[src/rtl/tl_pkg.sv]
`default_nettype none
// ============================================================================
// Module   : tl_pkg
// Purpose  : Shared states, light codes and phase-duration helper for the
//            timed traffic light controller.
// Revision : 1.0
// ============================================================================
package tl_pkg;

    typedef enum logic [2:0] {
        ST_GR    = 3'd0,
        ST_YR    = 3'd1,
        ST_RR1   = 3'd2,
        ST_RG    = 3'd3,
        ST_RY    = 3'd4,
        ST_RR2   = 3'd5,
        ST_PED   = 3'd6,
        ST_FLASH = 3'd7
    } tl_state_e;

    // Light vectors are {G,Y,R}
    localparam logic [2:0] LT_G   = 3'b100;
    localparam logic [2:0] LT_Y   = 3'b010;
    localparam logic [2:0] LT_R   = 3'b001;
    localparam logic [2:0] LT_OFF = 3'b000;

    // FLASH is untimed; returning 1 makes its load value a harmless zero.
    function automatic int unsigned dur_of(
        input tl_state_e   st,
        input int unsigned t_main_g,
        input int unsigned t_side_g,
        input int unsigned t_yel,
        input int unsigned t_allred,
        input int unsigned t_ped
    );
        int unsigned d;
        case (st)
            ST_GR:          d = t_main_g;
            ST_YR, ST_RY:   d = t_yel;
            ST_RR1, ST_RR2: d = t_allred;
            ST_RG:          d = t_side_g;
            ST_PED:         d = t_ped;
            default:        d = 32'd1;
        endcase
        return d;
    endfunction

    function automatic bit dur_ok(input int unsigned t, input int unsigned w);
        return (t >= 32'd1) && (64'(t) <= (64'd1 << w));
    endfunction

endpackage
`default_nettype wire

[src/rtl/tl_phase_timer.sv]
`default_nettype none
// ============================================================================
// Module   : tl_phase_timer
// Purpose  : Loadable down-counter advanced by the time-base strobe; flags the
//            tick on which the current phase expires.
// Revision : 1.0
// ============================================================================
module tl_phase_timer #(
    parameter int               CNT_W   = 8,
    parameter logic [CNT_W-1:0] RST_VAL = '0
) (
    input  logic             clk,
    input  logic             reset_n,
    input  logic             load,
    input  logic [CNT_W-1:0] load_val,
    input  logic             tick,
    output logic [CNT_W-1:0] cnt,
    output logic             done
);

    logic [CNT_W-1:0] cnt_q;
    logic [CNT_W-1:0] cnt_d;

    always_comb begin
        cnt_d = cnt_q;
        if (load) begin
            cnt_d = load_val;
        end else if (tick && (cnt_q != '0)) begin
            cnt_d = cnt_q - 1'b1;
        end
    end

    always_ff @(posedge clk or negedge reset_n) begin
        if (!reset_n) begin
            cnt_q <= RST_VAL;
        end else begin
            cnt_q <= cnt_d;
        end
    end

    assign cnt  = cnt_q;
    assign done = (cnt_q == '0) && tick;

endmodule
`default_nettype wire

[src/rtl/traffic_light_timed_ctrl.sv]
`default_nettype none
// ============================================================================
// Module   : traffic_light_timed_ctrl
// Purpose  : Two-street traffic light with per-phase tick timing, pedestrian
//            request latch and night flash. Define PED_COUNTDOWN_EN to add the
//            ped_count output and a blinking walk signal near phase end.
// Revision : 1.0
// ============================================================================
module traffic_light_timed_ctrl
    import tl_pkg::*;
#(
    parameter int CNT_W    = 8,
    parameter int T_MAIN_G = 20,
    parameter int T_SIDE_G = 12,
    parameter int T_YEL    = 4,
    parameter int T_ALLRED = 2,
    parameter int T_PED    = 10
) (
    input  logic             clk,
    input  logic             reset_n,
    input  logic             tick,
    input  logic             ped_req,
    input  logic             flash_mode,
    output logic [2:0]       main_lights,
    output logic [2:0]       side_lights,
    output logic             ped_walk,
    output logic             ped_pending,
`ifdef PED_COUNTDOWN_EN
    output logic [CNT_W-1:0] ped_count,
`endif
    output logic [2:0]       state_o
);

    if (!dur_ok(T_MAIN_G, CNT_W) || !dur_ok(T_SIDE_G, CNT_W) || !dur_ok(T_YEL, CNT_W) ||
        !dur_ok(T_ALLRED, CNT_W) || !dur_ok(T_PED, CNT_W)) begin : g_bad_duration
        $error("traffic_light_timed_ctrl: every T_* must lie in 1..2**CNT_W");
    end

    localparam logic [CNT_W-1:0] TMR_RST = CNT_W'(T_MAIN_G - 1);

    tl_state_e        state_q;
    tl_state_e        state_d;
    logic             flash_on_q;
    logic             flash_on_d;
    logic             ped_pending_q;
    logic             ped_pending_d;
    logic             timer_load;
    logic [CNT_W-1:0] timer_load_val;
    logic [CNT_W-1:0] timer_cnt;
    logic             timer_done;

    tl_phase_timer #(
        .CNT_W   (CNT_W),
        .RST_VAL (TMR_RST)
    ) u_timer (
        .clk      (clk),
        .reset_n  (reset_n),
        .load     (timer_load),
        .load_val (timer_load_val),
        .tick     (tick),
        .cnt      (timer_cnt),
        .done     (timer_done)
    );

    always_comb begin
        state_d       = state_q;
        flash_on_d    = 1'b1;
        ped_pending_d = ped_pending_q;

        case (state_q)
            ST_GR:  if (timer_done) state_d = ST_YR;
            ST_YR:  if (timer_done) state_d = ST_RR1;
            ST_RR1: if (timer_done) state_d = ST_RG;
            ST_RG:  if (timer_done) state_d = ST_RY;
            ST_RY:  if (timer_done) state_d = ST_RR2;
            ST_RR2: begin
                if (timer_done) begin
                    if (flash_mode)         state_d = ST_FLASH;
                    else if (ped_pending_q) state_d = ST_PED;
                    else                    state_d = ST_GR;
                end
            end
            ST_PED: if (timer_done) state_d = ST_GR;
            ST_FLASH: begin
                // Flash ignores the timer; only the strobe and the mode bit matter.
                flash_on_d = flash_on_q;
                if (tick) begin
                    if (!flash_mode) state_d    = ST_RR2;
                    else             flash_on_d = ~flash_on_q;
                end
            end
            default: state_d = ST_GR;
        endcase

        // Entering PED serves the request even if the button is still held.
        if ((state_d == ST_PED) && (state_q != ST_PED)) begin
            ped_pending_d = 1'b0;
        end else if ((state_q != ST_PED) && ped_req) begin
            ped_pending_d = 1'b1;
        end

        timer_load     = (state_d != state_q);
        timer_load_val = CNT_W'(dur_of(state_d, T_MAIN_G, T_SIDE_G, T_YEL, T_ALLRED, T_PED) - 32'd1);
    end

    always_ff @(posedge clk or negedge reset_n) begin
        if (!reset_n) begin
            state_q       <= ST_GR;
            flash_on_q    <= 1'b1;
            ped_pending_q <= 1'b0;
        end else begin
            state_q       <= state_d;
            flash_on_q    <= flash_on_d;
            ped_pending_q <= ped_pending_d;
        end
    end

    always_comb begin
        main_lights = LT_R;
        side_lights = LT_R;
        case (state_q)
            ST_GR:    main_lights = LT_G;
            ST_YR:    main_lights = LT_Y;
            ST_RG:    side_lights = LT_G;
            ST_RY:    side_lights = LT_Y;
            ST_FLASH: begin
                main_lights = flash_on_q ? LT_Y : LT_OFF;
                side_lights = flash_on_q ? LT_R : LT_OFF;
            end
            default: begin
                main_lights = LT_R;
                side_lights = LT_R;
            end
        endcase
    end

`ifdef PED_COUNTDOWN_EN
    // Remaining-tick parity gives a walk signal that toggles on every tick
    // once two or fewer ticks remain.
    always_comb begin
        ped_count = '0;
        ped_walk  = 1'b0;
        if (state_q == ST_PED) begin
            ped_count = timer_cnt + 1'b1;
            ped_walk  = (ped_count > CNT_W'(2)) || !ped_count[0];
        end
    end
`else
    logic unused_timer_cnt;
    assign unused_timer_cnt = ^timer_cnt;
    assign ped_walk         = (state_q == ST_PED);
`endif

    assign ped_pending = ped_pending_q;
    assign state_o     = state_q;

endmodule
`default_nettype wire

[config.mk]
export PLATFORM = sky130hd
export DESIGN_NAME = traffic_light_timed_ctrl
export DESIGN_NICKNAME = d
export VERILOG_FILES = /design/src/rtl/tl_pkg.sv /design/src/rtl/tl_phase_timer.sv /design/src/rtl/traffic_light_timed_ctrl.sv
export SDC_FILE = /design/constraint.sdc
export NUM_CORES = 1
export LEC_CHECK = 0
export ABC_CLOCK_PERIOD_IN_PS = 4300
export BUFFER_PORTS_ARGS = -buffer_cell sky130_fd_sc_hd__buf_2
export CORE_AREA = 2 2 46 48
export DETAILED_ROUTE_END_ITERATION = 12
export DIE_AREA = 0 0 48 50
export PLACE_DENSITY = 0.9
export SYNTH_ARGS = -nofsm -noshare
export SYNTH_HDL_FRONTEND = slang
export SYNTH_HIERARCHICAL = 1
export SYNTH_SLANG_ARGS = --single-unit
[constraint.sdc]
create_clock -name clk -period 4.3 [get_ports clk]
set_input_delay 0 -clock clk [delete_from_list [all_inputs] [get_ports clk]]
set_output_delay 0 -clock clk [all_outputs]
set_load 0.02 [all_outputs]
Yosys cells after proc, flatten, opt, wreduce, memory -nomap -nowiden
Index checks and enable logic that the tools add are counted.
- $add $sub $neg: 2
- multiply operators: 0
- divide/modulo/power cells: 0
- $lt $le $gt $ge: 0
- equal/unequal tests: 17
- shift-type cells: 0
- multiplexer cells: 24
- bitwise logic cells: 1
- reduce and logical (&&, ||, !) cells: 13
- operators by type and width (kind ; number):
    2-to-1 mux 3 bit ; 11
    one-hot mux 5 bit (5 select lines) ; 1
    one-hot mux 3 bit (8 select lines) ; 1
    == test 3 bit, second input constant ; 7
    one-hot mux 3 bit (3 select lines) ; 2
    2-to-1 mux 8 bit ; 2
    subtractor 8 x 1 -> 8 bit, second input constant ; 2
    == test 3 x 2 -> 1 bit, second input constant ; 4
    zero test 8 bit ; 1
    nonzero test 8 bit ; 1
    == test 3 x 1 -> 1 bit, second input constant ; 2
    zero test 3 bit ; 2
    2-to-1 mux 1 bit ; 6
    logical AND 1 bit ; 4
    inequality test 2 bit, second input constant ; 2
    nonzero test 2 bit ; 2
    OR reduction 2 bit ; 2
    inequality test 3 bit ; 1
    inequality test 3 bit, second input constant ; 1
    2-to-1 mux 2 bit ; 1
    AND reduction 2 bit ; 1
    inverter 1 bit ; 1
- register bits: 13
- latch bits: 0
- memory bits (writable): 0
- ROM bits: 0
- output and inout bits: 11
- word-level logic and storage cells: 61
- memories kept: 0

Logic depth before layout (Yosys ltp)
Gate-level depths: netlist of run 1.
- word-level depth: 9
- gate-level depth with buffers: 14

By module
Netlist of run 1, hierarchy kept.
- by module, submodules not included (module ; instances ; cells each ; area an instance (um2)):
    tl_phase_timer ; 1 ; 56 ; 554.3
    traffic_light_timed_ctrl ; 1 ; 60 ; 505.5

Worst setup path before layout of run 1
OpenSTA, ideal clock, no wires.
- path kind: reg2reg
- start: register u_timer.cnt_q[0] (netlist: u_timer/cnt[0])
- end: register u_timer.cnt_q[5] (netlist: u_timer/cnt[5])
- setup time: 0.126 ns
- arrival time: 2.631 ns
- data required time: 4.174 ns
- setup slack: 1.543 ns
- stages on the path, launching flop included: 13
- path buffers: 3
- clock period less this slack: 2.757 ns
- cells stage by stage: dfstp_2 -> inv_1 -> ha_1 -> nor3b_1 -> and3_1 -> buf_4 -> a22o_1 -> a221o_1 -> buf_6 -> mux2i_1 -> buf_4 -> nor2b_1 -> a221o_1
- elaborated cells on any way between the ends: 28
- those cells by class: add/sub: 2; eq/ne: 7; mux: 11; reduce/logical: 8
- RTL lines (element ; line ; text):
    start, declared ; tl_phase_timer.sv:21 ; logic [CNT_W-1:0] cnt_q;
    start signal, assigned ; tl_phase_timer.sv:37 ; cnt_q <= cnt_d;
    zero test 8 bit (*) ; tl_phase_timer.sv:42 ; assign done = (cnt_q == '0) && tick;
    logical AND 1 bit (*) ; tl_phase_timer.sv:42 ;
    named net timer_done ; traffic_light_timed_ctrl.sv:50 ; logic timer_done;
    2-to-1 mux 3 bit, or another cell as far along ; traffic_light_timed_ctrl.sv:83 ; ST_PED: if (timer_done) state_d = ST_GR;
    one-hot mux 3 bit (8 select lines) (*) ; traffic_light_timed_ctrl.sv:70 ; case (state_q)
    named net state_d[1] ; traffic_light_timed_ctrl.sv:42 ; tl_state_e state_d;
    inequality test 3 bit (*) ; traffic_light_timed_ctrl.sv:102 ; timer_load = (state_d != state_q);
    named net timer_load ; traffic_light_timed_ctrl.sv:47 ; logic timer_load;
    2-to-1 mux 8 bit or nonzero test 2 bit (tied branches) ; - ;
The timed path passes the listed nets; every way through them passes the cells marked *. The select of a mux whose other input is x is not followed.
A chain may end at the register's enable or synchronous reset.

Final worst setup path of run 1
- start: register u_timer.cnt_q[1] (netlist: u_timer/cnt[1])
- end: register u_timer.cnt_q[5] (netlist: u_timer/cnt[5])
- elaborated cells on any way between the ends: 28
- those cells by class: add/sub: 2; eq/ne: 7; mux: 11; reduce/logical: 8
- RTL lines (element ; line):
    zero test 8 bit (*) ; tl_phase_timer.sv:42
    logical AND 1 bit (*) ; tl_phase_timer.sv:42
    named net timer_done ; traffic_light_timed_ctrl.sv:50
    2-to-1 mux 3 bit, or another cell as far along ; traffic_light_timed_ctrl.sv:83
    one-hot mux 3 bit (8 select lines) (*) ; traffic_light_timed_ctrl.sv:70
    inequality test 3 bit (*) ; traffic_light_timed_ctrl.sv:102
    named net timer_load ; traffic_light_timed_ctrl.sv:47
    2-to-1 mux 8 bit or nonzero test 2 bit (tied branches) ; -
Marked as above.

==> reports/metrics.cfg, run 1 <==
[synthesis]
async_flop_share_pct = 100
synth_area_leaders = dfrtp_1 21%, dfstp_2 9.9%, a21oi_1 4.7%
yosysWarnings = 6
synth_cell_types = 53
avgSynthCellArea_um2 = 9.14
yosysMostFrequentCell = a21oi_1
ys_ff_latch = 13
synth.largest_area_cell = dfrtp_1
synthCells = 116
synth_commonest_cells = 10 x a21oi_1, 9 x dfrtp_1, 9 x nand2_1, 8 x inv_1
synth-main-ff-cell = dfrtp_1
yosysTopAreaCellShare_pct = 21.3
synth_edf_count = 0
ys_seq_area_share_pct = 31.2
synthesis.area_um2 = 1060

[clock_network]
cts_resized = 0
cts_buffers = 3
cts.clk_slew.worst_paths_ns = 0.08
root_buffer = clkbuf_4
cts_tree = yes
clk_latency_ns = 0.27
cts_buffer_depth = 2
clock-sinks = 13
h-tree-depth = 1

[grt]
grt_overflow_total = 0
grt_pass1_vias = 833
antenna_found_initial = 0
grt_first_pass_wirelength_mm = 3.47
grt_util_all_layers_pct = 20.4
grt_max_degree = 19

[layout]
multi_input_area_um2 = 638
final_net_count = 139
drive_gt1_share_pct = 25.8
regArea_um2 = 330
fillers = 156
diodes = 0
syn_to_final_growth_pct = 8.62

[run_status]
status = finished, final reports clean

[setup_path]
max_stage_delay_ns = 0.42
r2r-end = u_timer/cnt[5]
worstPathRequired_ns = 4.45
arrival_ns = 3.32
path_cells = inv_1 -> ha_1 -> nor3b_1 -> and3_1 -> nand2_1 -> nor3_1 -> a221o_1 -> mux2i_1 -> buf_4 -> nor2b_1 -> a221o_1
crit_type = flip-flop to flip-flop
cp-start-kind = flip-flop
rrSetupSlack_ns = 1.13
critPathMostFrequentCell = a221o_1
cpMaxStageDelayCell = nor3b_1
reg2reg_from = u_timer/cnt[1]
crit_fanout = 18
ff2ff_path_depth = 11
cp-end-kind = flip-flop

[sta]
setup_viol_count_final = 0
fin_skew_ns = 0.00697
holdWs_ns = 0.0152
period_needed_ns = 3.17
max_slew_margin_pct = 66.8
setup_tns_ns = 0
tightest_slew_ns = 0.494
rsz0062_at_grt = no
final_max_slew_viol_count = 0
max_freq_mhz = 316
finalCritPeriodShare_pct = 73.7
hold_viol_final = 0

[flow_run]
drv_cap = 0

[hold_path]
hold_path_depth = 3
hold_class = input port to flip-flop
hold_start = ped_req
hold_end = ped_pending

[routing]
drt-pass1-iter-count = 5
first_iter_violations = 18
routedWlPerCell_um = 13.7
vias = 899
wl_mm = 2.18
ant_nets = 0
drc = 0
vias_per_cell = 5.65

[placement]
post-dp-hpwl_mm = 1.62
io_buffers = 15
gp_congestion = 0.922

[floorplan]
num_rows = 16
coreArea_um2 = 1900
die_x_um = 48
fp.dieArea_um2 = 2400
die_h_um = 50
io_pins = 16
initial_core_util_pct = 55.7

[power_and_ir_drop]
power_leakage_nw = 0.479
peakVddDrop_mv = 0.356
cellPowerDensity_nw_per_um2 = 606

[worst max-delay path, delay by kind of cell, from the launching register on]
kind | cells | cell delay [ns]
muxes | 1 | 0.22
adders and majority gates | 1 | 0.29
buffers and inverters | 2 | 0.30
AOI/OAI and AO/OA | 2 | 0.61
and+or+nand+nor | 5 | 1.25
DFF | 1 | 0.38
[stage by stage]
| step | std cells | cell area (µm²) | setup slack (ns) | power [W] | util (%) |
|---|---|---|---|---|---|
| finish | 159 | 1150 | 1.13 | 0.000697 | 60.5 |
| global route | 159 | 1150 | 0.914 | 0.000756 | 60.5 |
| CTS | 159 | 1150 | 1.18 | 0.000699 | 60.5 |
| detailed placement | 154 | 1110 | 1.21 | 0.000619 | 58.6 |
| global placement | 154 | 1110 | 1.41 | 0.000593 | 58.6 |
| floorplan | 119 | 1070 | 1.54 | 0.000549 | - |
[power by group]
part | leakage (nW) | switching [W] | internal (W)
logic | 0.312 | 0.000199 | 0.000156
registers | 0.152 | 0.0000866 | 0.000181
clock network | 0.0150 | 0.0000393 | 0.0000359
total | 0.479 | 0.000324 | 0.000373
[cell families (layout without fill, tap and decap cells)]
family | after synthesis | in the layout | share of synthesized area [%]
XOR/XNOR | 4 | 4 | 3.31
adder cells (fa/ha/maj) | 1 | 1 | 1.18
buffers and inverters | 16 | 29 | 9.68
flip-flops | 13 | 13 | 31.2
AO/OA/AOI/OAI | 37 | 37 | 25.5
multiplexers | 2 | 2 | 1.89
other | 1 | 4 | 0.354
AND/OR/NAND/NOR | 42 | 42 | 26.9
[routing by layer]
layer / share of wire (%) / wire length (µm) / global-route usage (%) / vias up
met5: 0 / 0 / 0 / -
met4: 2.8 / 61 / 11.3 / 0
met3: 4.5 / 97 / 4.40 / 8
met2: 50 / 1080 / 32.2 / 27
met1: 43 / 933 / 24.5 / 415
li1: - / - / - / 449
[final cells by class]
cell class	count	share of cell area, %
flip-flops and latches	13	28.7
clock buffers	4	2.28
repair buffers	17	8.04
multi-input cells	90	55.4
well taps	27	2.93
inverters	8	2.61
[placed cells by master, fill, tap and decap left out, drive strengths merged, types with 3 or more instances in the layout]
cell    synthesis  layout
a21boi          3       3
dfrtp           9       9
xnor2           3       3
buf             5      16
dfstp           4       4
a21oi          10      10
inv             8       8
conb            1       4
a211oi          3       3
nand2           9       9
clkbuf          2       4
o21ai           8       8
nor3            6       6
nor2b           3       3
[sequential cells by signal (all words and copies together), names as in the netlist]
signal,cells
ped_pending,1
state_o,3
flash_on_q,1
u_timer/cnt,8
[worst max path at each step]
stage	from	end	slack [ns]	cells past startpoint
after floorplan	u_timer/cnt[0]	u_timer/cnt[5]	1.54	12
after global placement	u_timer/cnt[0]	u_timer/cnt[5]	1.41	11
after detailed placement	u_timer/cnt[1]	u_timer/cnt[5]	1.21	11
after CTS	u_timer/cnt[1]	u_timer/cnt[5]	1.18	11
after global routing	u_timer/cnt[1]	u_timer/cnt[5]	0.91	11
final	u_timer/cnt[1]	u_timer/cnt[5]	1.13	11
[timing repair]
| action | in CTS | in global routing |
|---|---|---|
| hold endpoints to repair | 13 | 0 |
| hold buffers | 1 | 0 |
| setup endpoints to repair | 0 | 0 |
| buffers inserted | 0 | 0 |
Note: power is estimated with default switching activity, not from simulation.
==> run 2, diff against run 1 <==
--- a/config.mk
+++ b/config.mk
@@ -5,12 +5,12 @@
 export SDC_FILE = /design/constraint.sdc
 export NUM_CORES = 1
 export LEC_CHECK = 0
-export ABC_CLOCK_PERIOD_IN_PS = 4300
+export ABC_CLOCK_PERIOD_IN_PS = 3150
 export BUFFER_PORTS_ARGS = -buffer_cell sky130_fd_sc_hd__buf_2
-export CORE_AREA = 2 2 46 48
+export CORE_AREA = 2 2 47 49
 export DETAILED_ROUTE_END_ITERATION = 12
-export DIE_AREA = 0 0 48 50
-export PLACE_DENSITY = 0.9
+export DIE_AREA = 0 0 49 51
+export PLACE_DENSITY = 0.87
 export SYNTH_ARGS = -nofsm -noshare
 export SYNTH_HDL_FRONTEND = slang
 export SYNTH_HIERARCHICAL = 1
==> constraint.sdc (replaced) <==
create_clock -name clk -period 3.15 [get_ports clk]
set_input_delay 0 -clock clk [delete_from_list [all_inputs] [get_ports clk]]
set_output_delay 0 -clock clk [all_outputs]
set_load 0.02 [all_outputs]
==> reports/metrics.cfg, run 2 (synthesis results as in run 1) <==
[run_status]
status = finished, final reports clean  ; unchanged

[clock_network]
post_cts_buffers = 0  ; unchanged
cts_buffer_depth = 2  ; unchanged
clock-sinks = 13  ; unchanged
cts.clk_slew.worst_paths_ns = 0.08  ; about the same
cts_buffers = 3  ; unchanged
root_buffer = clkbuf_4  ; unchanged
clk_latency_ns = 0.28  ; was 0.27 ns
cts_tree = yes  ; unchanged
h-tree-depth = 1  ; unchanged

[routing]
wl_mm = 2.19  ; was 2.18 mm
dr_wl_met3_um = 85  ; was 97 µm
ant_nets = 0  ; unchanged
drt-pass1-iter-count = 4  ; was 5
routedWlPerCell_um = 13.6  ; was 13.7 µm
first_iter_violations = 24  ; was 18
drc = 0  ; unchanged
wl_met2_mm = 1.09  ; was 1.08 mm
vias = 898  ; was 899
met1_length_um = 999  ; was 933 µm
vias_per_cell = 5.58  ; was 5.65
dr.max_layer_used = met4  ; unchanged

[power_and_ir_drop]
peakVddDrop_mv = 0.521  ; was 0.356 mV
power_leakage_nw = 0.488  ; was 0.479 nW
cellPowerDensity_nw_per_um2 = 834  ; was 606 nW/µm²

[setup_path]
ff2ff_path_depth = 10  ; was 11
reg2reg_from = u_timer/cnt[0]  ; was u_timer/cnt[1]
cp-start-kind = flip-flop  ; unchanged
path_cells = inv_1 -> ha_1 -> nor3b_4 -> and3_2 -> a22o_1 -> a221o_1 -> mux2i_1 -> buf_4 -> nor4b_1 -> a221o_1  ; was inv_1 -> ha_1 -> nor3b_1 -> and3_1 -> nand2_1 -> nor3_1 -> a221o_1 -> mux2i_1 -> buf_4 -> nor2b_1 -> a221o_1
cpMaxStageDelayCell = dfstp_2  ; was nor3b_1
r2r-end = u_timer/cnt[5]  ; unchanged
critPathCapture = u_timer/cnt[5]  ; unchanged
cp-startpoint = u_timer/cnt[0]  ; was u_timer/cnt[1]
crit_type = flip-flop to flip-flop  ; unchanged
max_stage_delay_ns = 0.56  ; was 0.42 ns
rrSetupSlack_ns = 0.15  ; was 1.13 ns
arrival_ns = 3.23  ; was 3.32 ns
worstPathRequired_ns = 3.38  ; was 4.45 ns
critPathMostFrequentCell = a221o_1  ; unchanged
cp-end-kind = flip-flop  ; unchanged
crit_fanout = 18  ; unchanged

[layout]
post-route-util_pct = 56.8  ; was 60.5%
largest_reg_flops = 8  ; unchanged
drive_gt1_share_pct = 27.8  ; was 25.8%
final_cell_mix = 15 x buf_2, 10 x a21oi_1, 9 x nand2_1, 9 x dfrtp_1, 8 x inv_1  ; unchanged
final_common_cell = buf_2  ; unchanged
final_net_count = 140  ; was 139
diodes = 0  ; unchanged
syn_to_final_growth_pct = 10.6  ; was 8.62%

[floorplan]
io_pins = 16  ; unchanged
die_x_um = 49  ; was 48 µm
initial_core_util_pct = 51.4  ; was 55.7%
num_rows = 17  ; was 16
fp.dieArea_um2 = 2500  ; was 2400 µm²
coreArea_um2 = 2060  ; was 1900 µm²
die_h_um = 51  ; was 50 µm

[grt]
antenna_found_initial = 0  ; unchanged
grt_util_all_layers_pct = 19.3  ; was 20.4%
grt_max_degree = 19  ; unchanged
grt_overflow_total = 0  ; unchanged
grt_pass1_vias = 863  ; was 833
grt_first_pass_wirelength_mm = 3.72  ; was 3.47 mm

[sta]
setup_viol_count_final = 0  ; unchanged
finalCritPeriodShare_pct = 95.2  ; was 73.7%
setup_tns_ns = 0  ; unchanged
tightest_slew_ns = 0.531  ; was 0.494 ns
fin_skew_ns = 0.00529  ; was 0.00697 ns
max_freq_mhz = 333  ; was 316 MHz
rsz0062_at_grt = no  ; unchanged
hold_viol_final = 0  ; unchanged
max_slew_margin_pct = 64.6  ; was 66.8%
final_max_slew_viol_count = 0  ; unchanged
period_needed_ns = 3.00  ; was 3.17 ns

[placement]
gp_congestion = 0.906  ; was 0.922
post-dp-hpwl_mm = 1.61  ; was 1.62 mm
io_buffers = 15  ; unchanged

[hold_path]
hold_start = ped_req  ; unchanged
hold_class = input port to flip-flop  ; unchanged

[flow_run]
drv_cap = 0  ; unchanged

[run 2: cell count changes in the layout (fill, tap and decap cells not counted), sizes merged]
cell,previous run,this run
buf,16,17
[run 2: cell type report]
class	count	area [µm²]
inverters	8	30.0
clock buffers	4	26.3
fillers	192	891
repair buffers	18	100
well taps	28	35.0
flip-flops and latches	13	330
multi-input cells	90	651
[run 2: how the worst min path moves through the flow]
stage,to,slack [ns],cells after the start
2_1_floorplan,ped_pending,-0.30,0
4_1_cts,ped_pending,0.03,3
6_report,ped_pending,0.02,3
3_5_place_dp,u_timer/cnt[7],-0.1,1
3_3_place_gp,u_timer/cnt[6],-0.10,1
5_1_grt,ped_pending,0.05,3
[run 2: metal layers]
layer | global-route usage (%) | up-vias
met5 | 0 | -
met4 | 8.57 | 0
met3 | 4.97 | 4
met2 | 32.4 | 23
met1 | 23.3 | 422
li1 | - | 449
[run 2: worst max-delay path, delay by kind of cell, from the launching register on]
family,cells,cell delay (ns)
compound gates,3,0.83
fa+ha+maj,1,0.29
buf+inv,2,0.25
flops,1,0.56
mux,1,0.15
simple gates,3,0.86
[run 2: repair_timing]
| action | in CTS | in global routing |
|---|---|---|
| hold buffers | 1 | 0 |
| resized for setup | 1 | 2 |
| hold endpoints to repair | 13 | 0 |
| endpoints found under the setup margin | 1 | 1 |
| cloned | 0 | 0 |
[run 2: through the flow]
stage	power (W)	area [µm²]	cells	worst slack (ns)	hold slack (ns)
finish	0.000978	1170	161	0.151	0.0220
global route	0.00105	1170	161	0.00860	0.0460
CTS	0.000965	1160	161	0.133	0.0269
detailed placement	0.000855	1120	156	0.00973	-0.0997
global placement	0.000821	1120	156	0.251	-0.104
floorplan	0.000749	1070	119	0.393	-0.296
[run 2: where the power goes]
| group | switching, W | internal [W] |
|---|---|---|
| Sequential | 0.000129 | 0.000247 |
| Combinational | 0.000270 | 0.000227 |
| Clock | 0.0000567 | 0.0000492 |
==> run 3, diff against run 2 <==
--- a/config.mk
+++ b/config.mk
@@ -5,12 +5,13 @@
 export SDC_FILE = /design/constraint.sdc
 export NUM_CORES = 1
 export LEC_CHECK = 0
+export ABC_AREA = 1
 export ABC_CLOCK_PERIOD_IN_PS = 3150
 export BUFFER_PORTS_ARGS = -buffer_cell sky130_fd_sc_hd__buf_2
-export CORE_AREA = 2 2 47 49
+export CORE_AREA = 8 8 54 56
 export DETAILED_ROUTE_END_ITERATION = 12
-export DIE_AREA = 0 0 49 51
-export PLACE_DENSITY = 0.87
+export DIE_AREA = 0 0 62 64
+export PLACE_DENSITY = 0.85
 export SYNTH_ARGS = -nofsm -noshare
 export SYNTH_HDL_FRONTEND = slang
 export SYNTH_HIERARCHICAL = 1
==> reports/metrics.cfg, run 3 <==
[layout]
drive_gt1_share_pct = 23.0  ; was 27.8%
largest_reg_flops = 8  ; unchanged
final_net_count = 198  ; was 140
final_cell_mix = 53 x nand2_1, 22 x inv_1, 19 x nor2_1, 19 x nand3_1, 15 x buf_2  ; was 15 x buf_2, 10 x a21oi_1, 9 x nand2_1, 9 x dfrtp_1, 8 x inv_1
syn_to_final_growth_pct = 13.1  ; was 10.6%
diodes = 0  ; unchanged
multi_input_area_um2 = 658  ; was 651 µm²
regArea_um2 = 330  ; unchanged
fillers = 221  ; was 192
final_common_cell = nand2_1  ; was buf_2

[sta]
max_freq_mhz = 383  ; was 333 MHz
period_needed_ns = 2.61  ; was 3.00 ns
fin_skew_ns = 0.00244  ; was 0.00529 ns
final_max_slew_viol_count = 0  ; unchanged
holdWs_ns = -0.00352  ; was 0.0220 ns
hold_viol_final = 1  ; was 0
finalCritPeriodShare_pct = 82.9  ; was 95.2%
setup_tns_ns = 0  ; unchanged
setup_viol_count_final = 0  ; unchanged
rsz0062_at_grt = no  ; unchanged

[routing]
drc = 0  ; unchanged
ant_nets = 0  ; unchanged
vias = 1124  ; was 898
first_iter_violations = 72  ; was 24
drt-pass1-iter-count = 4  ; unchanged
routedWlPerCell_um = 11.3  ; was 13.6 µm
wl_mm = 2.48  ; was 2.19 mm
vias_per_cell = 5.13  ; was 5.58

[power_and_ir_drop]
peakVddDrop_mv = 0.535  ; was 0.521 mV
cellPowerDensity_nw_per_um2 = 1040  ; was 834 nW/µm²
p_total_w = 0.00128  ; was 0.000978 W
power_leakage_nw = 0.687  ; was 0.488 nW

[setup_path]
critPathMostFrequentCell = nand2_1  ; was a221o_1
crit_fanout = 9  ; was 18
cp-end-kind = flip-flop  ; unchanged
max_stage_delay_ns = 0.37  ; was 0.56 ns
cpMaxStageDelayCell = dfstp_2  ; unchanged
arrival_ns = 2.79  ; was 3.23 ns
worstPathRequired_ns = 3.33  ; was 3.38 ns
crit_type = flip-flop to flip-flop  ; unchanged
cp-start-kind = flip-flop  ; unchanged
path_cells = inv_1 -> ha_1 -> nand2_2 -> nor3_2 -> inv_1 -> nand2_1 -> nand2_1 -> nand2_1 -> nand3_2 -> nand2_1 -> nand2_1 -> inv_1 -> nand2_1 -> inv_1 -> nand2_4 -> nand2_1 -> o21ai_2  ; was inv_1 -> ha_1 -> nor3b_4 -> and3_2 -> a22o_1 -> a221o_1 -> mux2i_1 -> buf_4 -> nor4b_1 -> a221o_1

[floorplan]
die_h_um = 64  ; was 51 µm
num_rows = 17  ; unchanged
die_x_um = 62  ; was 49 µm
coreArea_um2 = 2110  ; was 2060 µm²
fp.dieArea_um2 = 3970  ; was 2500 µm²
io_pins = 16  ; unchanged
initial_core_util_pct = 51.8  ; was 51.4%

[clock_network]
cts_buffer_depth = 2  ; unchanged
cts_tree = yes  ; unchanged
clk_latency_ns = 0.28  ; about the same
cts.clk_slew.worst_paths_ns = 0.08  ; about the same
root_buffer = clkbuf_4  ; unchanged
cts_buffers = 3  ; unchanged
h-tree-depth = 1  ; unchanged
clock-sinks = 13  ; unchanged
post_cts_buffers = 0  ; unchanged

[grt]
grt_overflow_total = 0  ; unchanged
grt_first_pass_wirelength_mm = 4.18  ; was 3.72 mm
grt_util_all_layers_pct = 13.7  ; was 19.3%
antenna_found_initial = 0  ; unchanged
grt_max_degree = 14  ; was 19
grt_pass1_vias = 994  ; was 863

[run_status]
violations = negative hold slack
status = finished, violations left  ; was finished, final reports clean

[synthesis]
synth_edf_count = 0  ; unchanged
synthesis.area_um2 = 1090  ; was 1060 µm²
synth.largest_area_cell = dfrtp_1  ; unchanged
yosysWarnings = 6  ; unchanged
synthCells = 170  ; was 116
avgSynthCellArea_um2 = 6.41  ; was 9.14 µm²
async_flop_share_pct = 100  ; unchanged
synth_area_leaders = dfrtp_1 21%, nand2_1 18%, dfstp_2 9.6%  ; was dfrtp_1 21%, dfstp_2 9.9%, a21oi_1 4.7%
yosysTopAreaCellShare_pct = 20.7  ; was 21.3%
ys_seq_area_share_pct = 30.3  ; was 31.2%
yosysMostFrequentCell = nand2_1  ; was a21oi_1
synth_commonest_cells = 53 x nand2_1, 22 x inv_1, 19 x nand3_1, 19 x nor2_1, 9 x dfrtp_1  ; was 10 x a21oi_1, 9 x dfrtp_1, 9 x nand2_1, 8 x inv_1
synth-main-ff-cell = dfrtp_1  ; unchanged
synth_cell_types = 25  ; was 53
ys_ff_latch = 13  ; unchanged

[hold_path]
hold_class = input port to flip-flop  ; unchanged

[placement]
io_buffers = 15  ; unchanged
gp_congestion = 0.970  ; was 0.906
post-dp-hpwl_mm = 2.00  ; was 1.61 mm

[flow_run]
drv_cap = 0  ; unchanged

run 3: cell count changes in the layout (fill, tap and decap cells not counted), sizes merged, moves of 3 or more:
cell	before	now
a211oi	3	0
a21boi	3	0
a21oi	10	4
inv	8	24
nand2	9	59
nand3	2	22
nand4	0	3
nor2	2	22
nor2b	3	0
nor3	6	2
o21ai	8	13
run 3: worst paths after layout:
| check | start | endpoint | slack, ns | cells after the start |
|---|---|---|---|---|
| worst min register to register | u_timer/cnt[1] | u_timer/cnt[1] | 0.51 | 2 |
| worst min-delay path | ped_req | ped_pending | -0.004 | 3 |
| worst max register to register | u_timer/cnt[0] | u_timer/cnt[2] | 0.54 | 17 |
| worst max-delay path | u_timer/cnt[0] | u_timer/cnt[2] | 0.54 | 17 |
| max in group asynchronous | reset_n | u_timer/cnt[1] | 2.74 | 2 |
| min in group asynchronous | reset_n | u_timer/cnt[5] | 0.13 | 2 |
run 3: through the flow:
| step | utilization, % | cell area (µm²) | setup WS, ns | cells |
|---|---|---|---|---|
| detailed placement | 56.6 | 1190 | 0.347 | 214 |
| global route | 58.5 | 1230 | 0.196 | 219 |
| CTS | 58.3 | 1230 | 0.347 | 219 |
| finish | 58.5 | 1230 | 0.539 | 219 |
| floorplan | - | 1100 | 0.746 | 173 |
| global placement | 56.6 | 1190 | 0.446 | 214 |
run 3: cell type report:
class	count	area share (%)
Sequential cell	13	26.8
Timing Repair Buffer	17	7.51
Multi-Input combinational cell	133	53.4
Tap cell	28	2.84
Clock buffer	4	2.13
Inverter	24	7.31
run 3: power breakdown:
part | switching, W | internal (W) | leakage [nW]
Clock | 0.0000537 | 0.0000492 | 0.0150
Combinational | 0.000550 | 0.000287 | 0.523
Sequential | 0.0000911 | 0.000250 | 0.149
Total | 0.000695 | 0.000586 | 0.687
run 3: repair_timing:
item | 4_1_cts | 5_1_grt
hold endpoints to repair | 13 | 0
endpoints found under the setup margin | 0 | 1
gates resized for setup | 0 | 1
hold buffers | 1 | 0
run 3: layer usage:
layer	vias to the layer above	wire length [µm]	GRT usage, %	part of all wire, %
met3	6	173	2.40	7.0
li1	573	-	-	-
met2	30	1200	22.5	48
met1	515	1030	15.6	41
met4	0	77	8.83	3.1
met5	-	0	0	0
run 3: cell families after synthesis:
family / Yosys count / synth area share (%)
AOI/OAI and AO/OA: 17 / 10.2
muxes: 1 / 1.03
and+or+nand+nor: 108 / 44.5
adders and majority gates: 1 / 1.15
xor gates and xnor gates: 2 / 1.61
DFF: 13 / 30.3
other: 1 / 0.344
buffers and inverters: 27 / 10.8
run 3: worst max-delay path, delay by kind of cell, from the launching register on:
kind / cells / cell delay (ns)
buffers and inverters: 4 / 0.58
AO/OA/AOI/OAI: 1 / 0.05
AND/OR/NAND/NOR: 11 / 1.21
flip-flops: 1 / 0.37
adder cells (fa/ha/maj): 1 / 0.29
